==> src/rtl/sample_reg_arbiter.sv <==
// sample_reg_arbiter: round-robin arbiter feeding one shared sample holding
// register, presented downstream with a valid/ready handshake.
// A drain and a new load may happen in the same cycle, giving one sample per
// cycle when the consumer keeps out_ready high.
module sample_reg_arbiter #(
    parameter int WIDTH = 24,
    parameter int N_REQ = 4
) (
    input  logic                       clk,
    input  logic                       reset,      // active-low, asynchronous
    input  logic [N_REQ-1:0]           req_valid,
    input  logic [N_REQ*WIDTH-1:0]     req_data,
    output logic [N_REQ-1:0]           req_ready,
    output logic [WIDTH-1:0]           out_data,
    output logic [$clog2(N_REQ)-1:0]   out_src,
    output logic                       out_valid,
    input  logic                       out_ready
);

    localparam int SRC_W = $clog2(N_REQ);

    typedef enum logic {
        EMPTY = 1'b0,
        FULL  = 1'b1
    } state_t;

    state_t             state_q, state_d;
    logic [SRC_W-1:0]   ptr_q, ptr_d;       // index of the last accepted requester
    logic [WIDTH-1:0]   data_q, data_d;
    logic [SRC_W-1:0]   src_q, src_d;

    logic               found;
    logic [SRC_W-1:0]   winner;
    logic [SRC_W-1:0]   cand;
    int                 cand_int;
    logic               slot_free;
    logic               accept;

    // Round-robin search starting just after ptr, wrapping, ending at ptr itself.
    always_comb begin
        found    = 1'b0;
        winner   = '0;
        cand     = '0;
        cand_int = 0;
        for (int k = 1; k <= N_REQ; k++) begin
            cand_int = (int'(ptr_q) + k) % N_REQ;
            cand     = cand_int[SRC_W-1:0];
            if (!found && req_valid[cand]) begin
                found  = 1'b1;
                winner = cand;
            end
        end
    end

    // The register can take a new sample when empty or when being drained now.
    // Grants are suppressed while reset is held so nothing is offered to producers.
    always_comb begin
        slot_free = (state_q == EMPTY) || out_ready;
        accept    = found && slot_free && reset;
    end

    generate
        for (genvar gi = 0; gi < N_REQ; gi++) begin : g_grant
            assign req_ready[gi] = accept && (winner == SRC_W'(gi));
        end
    endgenerate

    // Next-state logic: load on accept, otherwise fall back to EMPTY on a drain.
    always_comb begin
        state_d = state_q;
        ptr_d   = ptr_q;
        data_d  = data_q;
        src_d   = src_q;
        if (accept) begin
            state_d = FULL;
            ptr_d   = winner;
            src_d   = winner;
            data_d  = req_data[winner*WIDTH +: WIDTH];
        end else if ((state_q == FULL) && out_ready) begin
            state_d = EMPTY;
        end
    end

    // State register; reset discards any held sample and gives requester 0 priority.
    always_ff @(posedge clk or negedge reset) begin
        if (!reset) begin
            state_q <= EMPTY;
            ptr_q   <= SRC_W'(N_REQ - 1);
            data_q  <= '0;
            src_q   <= '0;
        end else begin
            state_q <= state_d;
            ptr_q   <= ptr_d;
            data_q  <= data_d;
            src_q   <= src_d;
        end
    end

    assign out_valid = (state_q == FULL);
    assign out_data  = data_q;
    assign out_src   = src_q;

endmodule

==> config.mk <==
export PLATFORM = sky130hd
export DESIGN_NAME = sample_reg_arbiter
export DESIGN_NICKNAME = d
export VERILOG_FILES = /design/src/rtl/sample_reg_arbiter.sv
export SDC_FILE = /design/constraint.sdc
export NUM_CORES = 1
export LEC_CHECK = 0
export BUFFER_PORTS_ARGS = -buffer_cell sky130_fd_sc_hd__buf_2
export CAP_MARGIN = 20
export CORE_ASPECT_RATIO = 1.1
export CORE_UTILIZATION = 46
export CTS_CLUSTER_DIAMETER = 50
export CTS_CLUSTER_SIZE = 25
export DETAILED_ROUTE_END_ITERATION = 10
export PLACE_DENSITY = 0.95
export SLEW_MARGIN = 20
export SYNTH_ARGS = -nofsm -noshare
export SYNTH_HDL_FRONTEND = slang
export SYNTH_SLANG_ARGS = --single-unit
==> constraint.sdc <==
create_clock -name clk -period 3.4 [get_ports clk]
set_input_delay 0.17 -clock clk [delete_from_list [all_inputs] [get_ports clk]]
set_output_delay 0.17 -clock clk [all_outputs]
set_load 0.05 [all_outputs]
==> results.cfg, run 1 <==
[layout]
design.final.nets = 437
diodes = 0
syn2layout_area_growth_pct = 36.8
utilization_pct = 68.0
ff_latch_area_um2 = 728
multi_input_area_mm2 = 0.00118
layout-drive-gt1-share_pct = 47.9
nFillCells = 330

[worst_setup_path]
reg2reg_from = ptr_q[0]
critPathRequiredTime_ns = 3.23
path_cells = nand2b_1, a21oi_1, nor3_4, buf_4, and2_4, buf_2
rr_worst_depth = 6
path_class = reg2out
cp.arrival_ns = 2.92
path_max_fanout = 19
r2r-end = out_data[21]
r2r_setup_slack_ns = 0.55
setup.worst_path.end = req_ready[2]
cp-start-kind = flop
cpPeakStageDelay_ns = 0.63
critPathLaunch = ptr_q[0]
critPathCaptureType = output pin
cpMaxStageDelayCell = nor3_4

[synth]
syn-cell-area_mm2 = 0.00203
ys_types = 35
avgSynthCellArea_um2 = 9.66
syn_nets = 313
synth_warnings = 0
synth-seq-cells = 29
synthCells = 210
seq_area_frac_synth_pct = 35.9

[grt]
grt_first_pass_wirelength_um = 9820
grt_usage_pct = 27.8
grt_pass1_vias = 2139
antenna_found_initial = 0
grt_start_max_net_pins = 30
grt_overflow_total = 0

[drt]
drtPass1Iterations = 5
vias = 2399
vias_per_cell = 6.22
ant_nets = 0
wirelength_um = 6560
routedWlPerCell_um = 17.0
detail_route.iter0.violations = 146
route.detailed.drc = 0

[clocking]
cts_resized = 0
clock-root-buffer = clkbuf_8
cts_made_buffers = 5
cts_tree = built
cts_setup_buffers = 0
cts.clk_slew.worst_paths_ns = 0.06
cts-hold-fix-buffers = 1
htreeDepth = 2
clock_latency_ns = 0.28
clock_path_buffers = 2
cts.sinks = 29

[floorplan]
die_y_um = 71.7
rows = 24
die_width_um = 65.3
core_mm2 = 0.00408
num_io_pins = 134
start_util_pct = 49.7
die_area_mm2 = 0.00468

[timing]
tns_ns = 0
min_period_over_period_pct = 90.8
fmax_mhz = 324
hold_violations = 0
finalSetupViolations = 0
fin_crit_ns = 3.09
worstMarginPinSlew_ns = 1.09
slew_viol_final = 0
max_slew_margin_pct = 27.1
finClkSkew_ns = 0.00570
rsz0062_at_grt = no

[placement]
detailed_place_hpwl_um = 4700
portBuffers = 133
routabilityCongestion = 0.786

[pwr]
p_total_w = 0.00191
vdd_drop_max_v = 0.000363
power.leakage_nw = 1.39
pwr-share-seq_pct = 28.3
internal-power_w = 0.000962
p_comb_share_pct = 56.7
power_density_mw_per_mm2 = 688
swShare_pct = 49.6
p_sw_w = 0.000948
clkPwrFrac_pct = 15.0

[run]
maxCapViolations = 0

[min_path]
hold_class = in2reg

[run_status]
outcome = finished, final reports clean
-- layer usage --
layer	GRT usage, %	part of all wire (%)
met4	11.4	1.4
met1	32.2	39
met2	49.5	51
met5	0	0
met3	5.41	8.8
-- cell families (layout without fill, tap and decap cells) --
family                 count (synthesis)  in the layout  synth area share [%]
AOI/OAI and AO/OA                     99             99                  37.8
muxes                                 11             11                  6.10
DFF                                   29             29                  35.9
buffers and inverters                 23            147                  6.29
and+or+nand+nor                       48             48                  13.9
-- power groups by stage --
stage | Clock, W | Combinational, W | Sequential (W)
after floorplan | 0 | 0.000423 | 0.000934
after global placement | 0 | 0.00106 | 0.000539
after detailed placement | 0 | 0.00108 | 0.000543
after CTS | 0.000292 | 0.00108 | 0.000539
after global routing | 0.000303 | 0.00114 | 0.000552
final | 0.000286 | 0.00108 | 0.000541
-- through the flow --
| stage | std cells | hold slack (ns) | area [um^2] | setup slack, ns |
|---|---|---|---|---|
| after floorplan | 210 | -0.126 | 2030 | 1.27 |
| after global placement | 378 | 0.235 | 2680 | 0.698 |
| after detailed placement | 378 | 0.231 | 2680 | 0.587 |
| after CTS | 386 | 0.0930 | 2780 | 0.306 |
| after global routing | 386 | 0.0940 | 2780 | 0.138 |
| final | 386 | 0.0993 | 2780 | 0.313 |
-- registers in the layout (all words and copies together), names as in the netlist --
name,flops
out_data,24
out_src,2
out_valid,1
ptr_q,2
-- synthesized netlist by cell type --
cell type  instances  share of area [%]
o31ai_1           11                4.1
clkbuf_1          12                2.2
o41ai_2            1               0.80
and2_4             1               0.43
dfstp_2            2                2.6
mux2_2             3                1.7
a21oi_1           14                3.5
nor2b_2            1               0.43
nor2_1             5               0.92
o21a_1             1               0.37
o22a_1             1               0.43
nand2b_1           4                1.2
nand2_1            5               0.92
or2_0              1               0.31
a211o_1           13                5.6
buf_2              6                1.5
o21ai_0           16                3.9
nor2b_1            2               0.62
o21a_2             1               0.43
a21o_1             1               0.37
nor3_4             2                1.6
nor2_2             1               0.31
nand3_1           14                3.5
a21oi_4            1               0.80
buf_4              1               0.37
mux2_1             8                4.4
nand4_1           11                3.4
dfrtp_1           27                 33
buf_6              4                2.2
o22ai_2            1               0.62
o21ai_1            1               0.25
a221o_1           11                5.4
and2_1             1               0.31
a211oi_1          13                4.8
a32o_1            13                6.4
-- cell type report --
cell class                 count  area share [%]
timing repair buffer         140            26.0
sequential                    29            26.2
multi-input combinational    158            42.4
tap                           52            2.34
clock buffer                   7            3.11
-- worst min-delay path by stage --
| stage | start | to | slack, ns | depth (start not counted) |
|---|---|---|---|---|
| final | req_data[49] | out_data[1] | 0.1 | 2 |
| after global routing | req_data[65] | out_data[17] | 0.09 | 2 |
| after CTS | req_data[49] | out_data[1] | 0.09 | 2 |
| after detailed placement | reset | out_data[15] | 0.23 | 2 |
| after global placement | reset | out_data[11] | 0.23 | 2 |
| after floorplan | reset | out_data[0] | -0.13 | 0 |
-- placed cells by master (no fill, tap or decap), types with 2 or more instances in the layout --
master	n
nor3_4	2
nand2_1	5
a32o_1	13
a211oi_1	13
dfrtp_1	27
nor2b_1	2
mux2_2	3
clkbuf_8	6
nand2b_1	3
nand4_1	11
buf_2	133
o21ai_1	2
nor2_1	5
o21ai_0	15
a211o_1	13
dfstp_2	2
o31ai_1	11
mux2_1	8
a21oi_1	14
buf_4	6
a221o_1	11
nand3_1	14
-- critical path, delay by kind of cell, from the launching register on --
family                 cells  cell delay (ns)
buffers and inverters      2             0.64
DFF                        1             0.55
AOI/OAI and AO/OA          1             0.33
and+or+nand+nor            3             1.10
(Power assumes the default switching activity.)
==> run 2, diff against run 1 <==
--- a/config.mk
+++ b/config.mk
@@ -8,11 +8,11 @@
 export BUFFER_PORTS_ARGS = -buffer_cell sky130_fd_sc_hd__buf_2
 export CAP_MARGIN = 20
 export CORE_ASPECT_RATIO = 1.1
-export CORE_UTILIZATION = 46
+export CORE_UTILIZATION = 35
 export CTS_CLUSTER_DIAMETER = 50
 export CTS_CLUSTER_SIZE = 25
 export DETAILED_ROUTE_END_ITERATION = 10
-export PLACE_DENSITY = 0.95
+export PLACE_DENSITY = 0.8
 export SLEW_MARGIN = 20
 export SYNTH_ARGS = -nofsm -noshare
 export SYNTH_HDL_FRONTEND = slang
==> run 2 against run 1 <==
Combinational power barely moved; setup slack gained 0.26 ns; core utilization is 17 points lower; first-iteration DRC count rose by 12%; critical endpoint is now req_ready[0]; largest cell class unchanged.
==> results.cfg, run 2 (synthesis gave the netlist of run 1 again) <==
[layout]
layout_common_cells = buf_2 (133), dfrtp_1 (27), a21oi_1 (14), o21ai_0 (14), nand3_1 (14)
largest_reg_flops = 24
design.final.nets = 436
diodes = 0
final_common_cell = buf_2
nFillCells = 531
syn2layout_area_growth_pct = 38.0
ff_latch_area_um2 = 728
multi_input_area_mm2 = 0.00118
layout-drive-gt1-share_pct = 47.6

[worst_setup_path]
reg2reg_from = ptr_q[0]
path_class = reg2out
critPathCaptureType = output pin
path_cells = o21ai_0, or2_0, a21oi_4, and2_1, buf_2
cp-start-kind = flop
path_max_fanout = 19
critPathLaunch = ptr_q[1]
critPathRequiredTime_ns = 3.23
cpMaxStageDelayCell = a21oi_4
cpPeakStageDelay_ns = 0.63
cp.arrival_ns = 2.66

[clocking]
cts_tree = built
cts_setup_buffers = 0
cts_made_buffers = 5
clock_path_buffers = 2
clock-root-buffer = clkbuf_8
cts.sinks = 29
cts_resized = 0
clock_latency_ns = 0.27
cts-hold-fix-buffers = 1
cts.clk_slew.worst_paths_ns = 0.06
htreeDepth = 2

[grt]
grt_start_max_net_pins = 30
grt_pass1_vias = 2144
grt_usage_pct = 21.7
grt_overflow_total = 0
antenna_found_initial = 0
grt_first_pass_wirelength_um = 9960

[pwr]
p_total_w = 0.00191
vdd_drop_max_v = 0.000451
power_density_mw_per_mm2 = 683
power.leakage_nw = 1.39

[placement]
portBuffers = 133
routabilityCongestion = 0.751
detailed_place_hpwl_um = 4880

[drt]
ant_nets = 0
vias_per_cell = 5.74
vias = 2347
detail_route.iter0.violations = 163
route.detailed.drc = 0
wirelength_um = 6770
routedWlPerCell_um = 16.6
drtPass1Iterations = 4

[timing]
fmax_mhz = 354
fin_crit_ns = 2.83
slew_viol_final = 0
tns_ns = 0
finalSetupViolations = 0
min_period_over_period_pct = 83.2
finClkSkew_ns = 0.00596
rsz0062_at_grt = no
max_slew_margin_pct = 26.8
hold_violations = 0
worstMarginPinSlew_ns = 1.10

[run]
maxCapViolations = 0

[floorplan]
num_io_pins = 134
die_y_um = 81.9
die_width_um = 74.6
rows = 28
die_area_mm2 = 0.00611
core_mm2 = 0.00550
start_util_pct = 36.9

[min_path]
hold_path.startpoint = req_data[68]
hold_class = in2reg

[run_status]
outcome = finished, final reports clean
-- run 2: path summary, 6_finish.rpt --
check	to	slack, ns	cells after the start
worst max-delay path	req_ready[0]	0.57	5
worst min-delay path	out_data[20]	0.11	2
worst min register to register	out_data[22]	0.51	1
worst max register to register	out_data[14]	0.78	6
max in group asynchronous	ptr_q[1]	2.58	3
min in group asynchronous	out_src[0]	0.50	3
-- run 2: per-layer routing --
metal  track usage, %  up-vias  routed length (um)
met5                0        -                   0
met4             7.74        0                 110
met3             5.03       14                 598
met2             37.7      169                3190
met1             25.9     1065                2870
li1                 -     1099                   -
-- run 2: power breakdown --
| group | switching (W) | internal [W] | leakage (nW) |
|---|---|---|---|
| logic | 0.000752 | 0.000332 | 0.992 |
| clock network | 0.000130 | 0.000165 | 0.0455 |
| registers | 0.0000670 | 0.000468 | 0.354 |
| total | 0.000949 | 0.000964 | 1.39 |
-- run 2: per-stage QoR --
stage	cell area (um^2)	worst slack (ns)	cells	hold WS [ns]	util, %
floorplan	2030	1.27	210	-0.126	-
global placement	2700	0.893	400	0.267	49.1
detailed placement	2700	0.793	400	0.272	49.1
CTS	2800	0.527	409	0.0957	50.9
global route	2800	0.358	409	0.0969	50.9
finish	2800	0.571	409	0.105	50.9
-- run 2: area by class of cell --
class	instances	area share (%)
clock buffers	8	3.22
flip-flops and latches	29	26.0
repair buffers	139	25.5
multi-input cells	158	42.0
well taps	75	3.35
-- run 2: critical path, delay by kind of cell (launching register included) --
kind            cells  cell delay, ns
compound gates      2            0.77
buf+inv             1            0.25
flops               1            0.60
simple gates        2            0.76
==> run 3, diff against run 2 <==
==> constraint.sdc (replaced) <==
create_clock -name clk -period 2.8 [get_ports clk]
set_input_delay 0.14 -clock clk [delete_from_list [all_inputs] [get_ports clk]]
set_output_delay 0.14 -clock clk [all_outputs]
set_load 0.05 [all_outputs]
==> run 3 against run 2 <==
Flip-flop and latch count stayed put; non-clock buffer count increased by 3; setup slack worse by 0.18 ns; via count decreased by 1.3%; worst hold slack got worse by 0.042 ns; count of clock-buffer cells in the layout is 2 lower; register-to-register slack got worse by 0.26 ns; clock skew barely moved; critical path type unchanged; critical endpoint unchanged; largest cell class unchanged; highest routed layer unchanged.
==> results.cfg, run 3 (synthesis gave the netlist of run 1 again) <==
[floorplan]
die_width_um = 74.6
core_mm2 = 0.00550
die_area_mm2 = 0.00611
die_y_um = 81.9
num_io_pins = 134
start_util_pct = 36.9
rows = 28

[run]
maxCapViolations = 0

[worst_setup_path]
r2r-end = out_data[8]
cp-start-kind = flop
critPathCaptureType = output pin
setup.worst_path.end = req_ready[0]
path_class = reg2out
cp.arrival_ns = 2.27
rr_worst_depth = 6
critPathLaunch = ptr_q[1]
path_max_fanout = 19
r2r_setup_slack_ns = 0.52
critPathRequiredTime_ns = 2.66
reg2reg_from = ptr_q[0]

[run_status]
outcome = finished, final reports clean

[drt]
drtPass1Iterations = 4
vias_per_cell = 5.62
ant_nets = 0
route.detailed.drc = 0
vias = 2317
routedWlPerCell_um = 16.4
detail_route.iter0.violations = 106
wirelength_um = 6770

[clocking]
cts_resized = 0
clock_latency_ns = 0.28
cts_setup_buffers = 0
htreeDepth = 2
clock_path_buffers = 2
cts.clk_slew.worst_paths_ns = 0.07
cts_made_buffers = 5
cts.sinks = 29
clock-root-buffer = clkbuf_8
cts_tree = built

[grt]
grt_start_max_net_pins = 40
grt_pass1_vias = 2154
grt_first_pass_wirelength_um = 10200
grt_usage_pct = 22.4
antenna_found_initial = 0
grt_overflow_total = 0

[timing]
timing.hold.ws_ns = 0.0632
fmax_mhz = 415
finalSetupViolations = 0
tns_ns = 0
min_period_over_period_pct = 86.1
fin_crit_ns = 2.41
rsz0062_at_grt = no
max_slew_margin_pct = 43.7
hold_violations = 0
worstMarginPinSlew_ns = 0.840
finClkSkew_ns = 0.00574
slew_viol_final = 0

[pwr]
vdd_drop_max_v = 0.000477
power_density_mw_per_mm2 = 822
power.leakage_nw = 1.41

[layout]
fin_cells = 412
final_common_cell = buf_2
design.final.nets = 439
nFillCells = 543
largest_reg_flops = 24
stdcell_area_mm2 = 0.00282
layout_common_cells = buf_2 (133), dfrtp_1 (27), a21oi_1 (14), o21ai_0 (14), nand3_1 (14)
diodes = 0
layout-drive-gt1-share_pct = 48.4
syn2layout_area_growth_pct = 38.8

[placement]
portBuffers = 133
routabilityCongestion = 0.861
dp_cells = 403
detailed_place_hpwl_um = 4970
place_area_mm2 = 0.00272

[min_path]
hold_class = in2reg
worstHoldPathCells = 2
-- run 3: metrics by stage --
step	utilization, %	worst slack (ns)	power (W)
global placement	49.5	0.604	0.00197
finish	51.2	0.388	0.00231
detailed placement	49.5	0.535	0.00199
floorplan	-	0.700	0.00165
CTS	51.2	0.383	0.00233
global route	51.2	0.254	0.00246
-- run 3: layer usage --
layer / routed length [um] / GRT usage, % / up-vias
li1: - / - / 1105
met1: 2760 / 25.6 / 1075
met2: 3370 / 40.0 / 130
met3: 558 / 5.52 / 7
met4: 81 / 7.92 / 0
met5: 0 / 0 / -
-- run 3: report_power, final --
part           switching [W]  leakage (nW)  internal (W)  total, W
sequential         0.0000828         0.354      0.000568  0.000650
combinational       0.000914          1.01      0.000413   0.00133
clock               0.000165        0.0450      0.000172  0.000337
-- run 3: area by class of cell --
| type | instances | area [um^2] | share of cell area, % |
|---|---|---|---|
| Tap cell | 75 | 93.8 | 3.33 |
| Multi-Input combinational cell | 158 | 1180 | 41.8 |
| Clock buffer | 6 | 72.6 | 2.58 |
| Sequential cell | 29 | 728 | 25.9 |
| Timing Repair Buffer | 142 | 736 | 26.1 |
| Clock inverter | 2 | 10.0 | 0.355 |
-- run 3: worst min path at each step --
stage,from,end,slack [ns]
2_1_floorplan,reset,out_data[0],-0.16
3_3_place_gp,reset,out_src[0],0.23
3_5_place_dp,reset,out_data[7],0.23
4_1_cts,req_data[53],out_data[5],0.05
5_1_grt,req_data[68],out_data[20],0.05
6_report,req_data[53],out_data[5],0.06
-- run 3: repair_timing --
item | 4_1_cts | 5_1_grt
endpoints found under the setup margin | 0 | 0
endpoints found under the hold margin | 27 | 0
hold buffers | 1 | 0
-- run 3: critical path, cell delays in order (launching register included) --
cell and delay, ns:
dfstp_2 0.61, o21ai_0 0.16, or2_0 0.29, a21oi_4 0.49, and2_1 0.19, buf_2 0.25
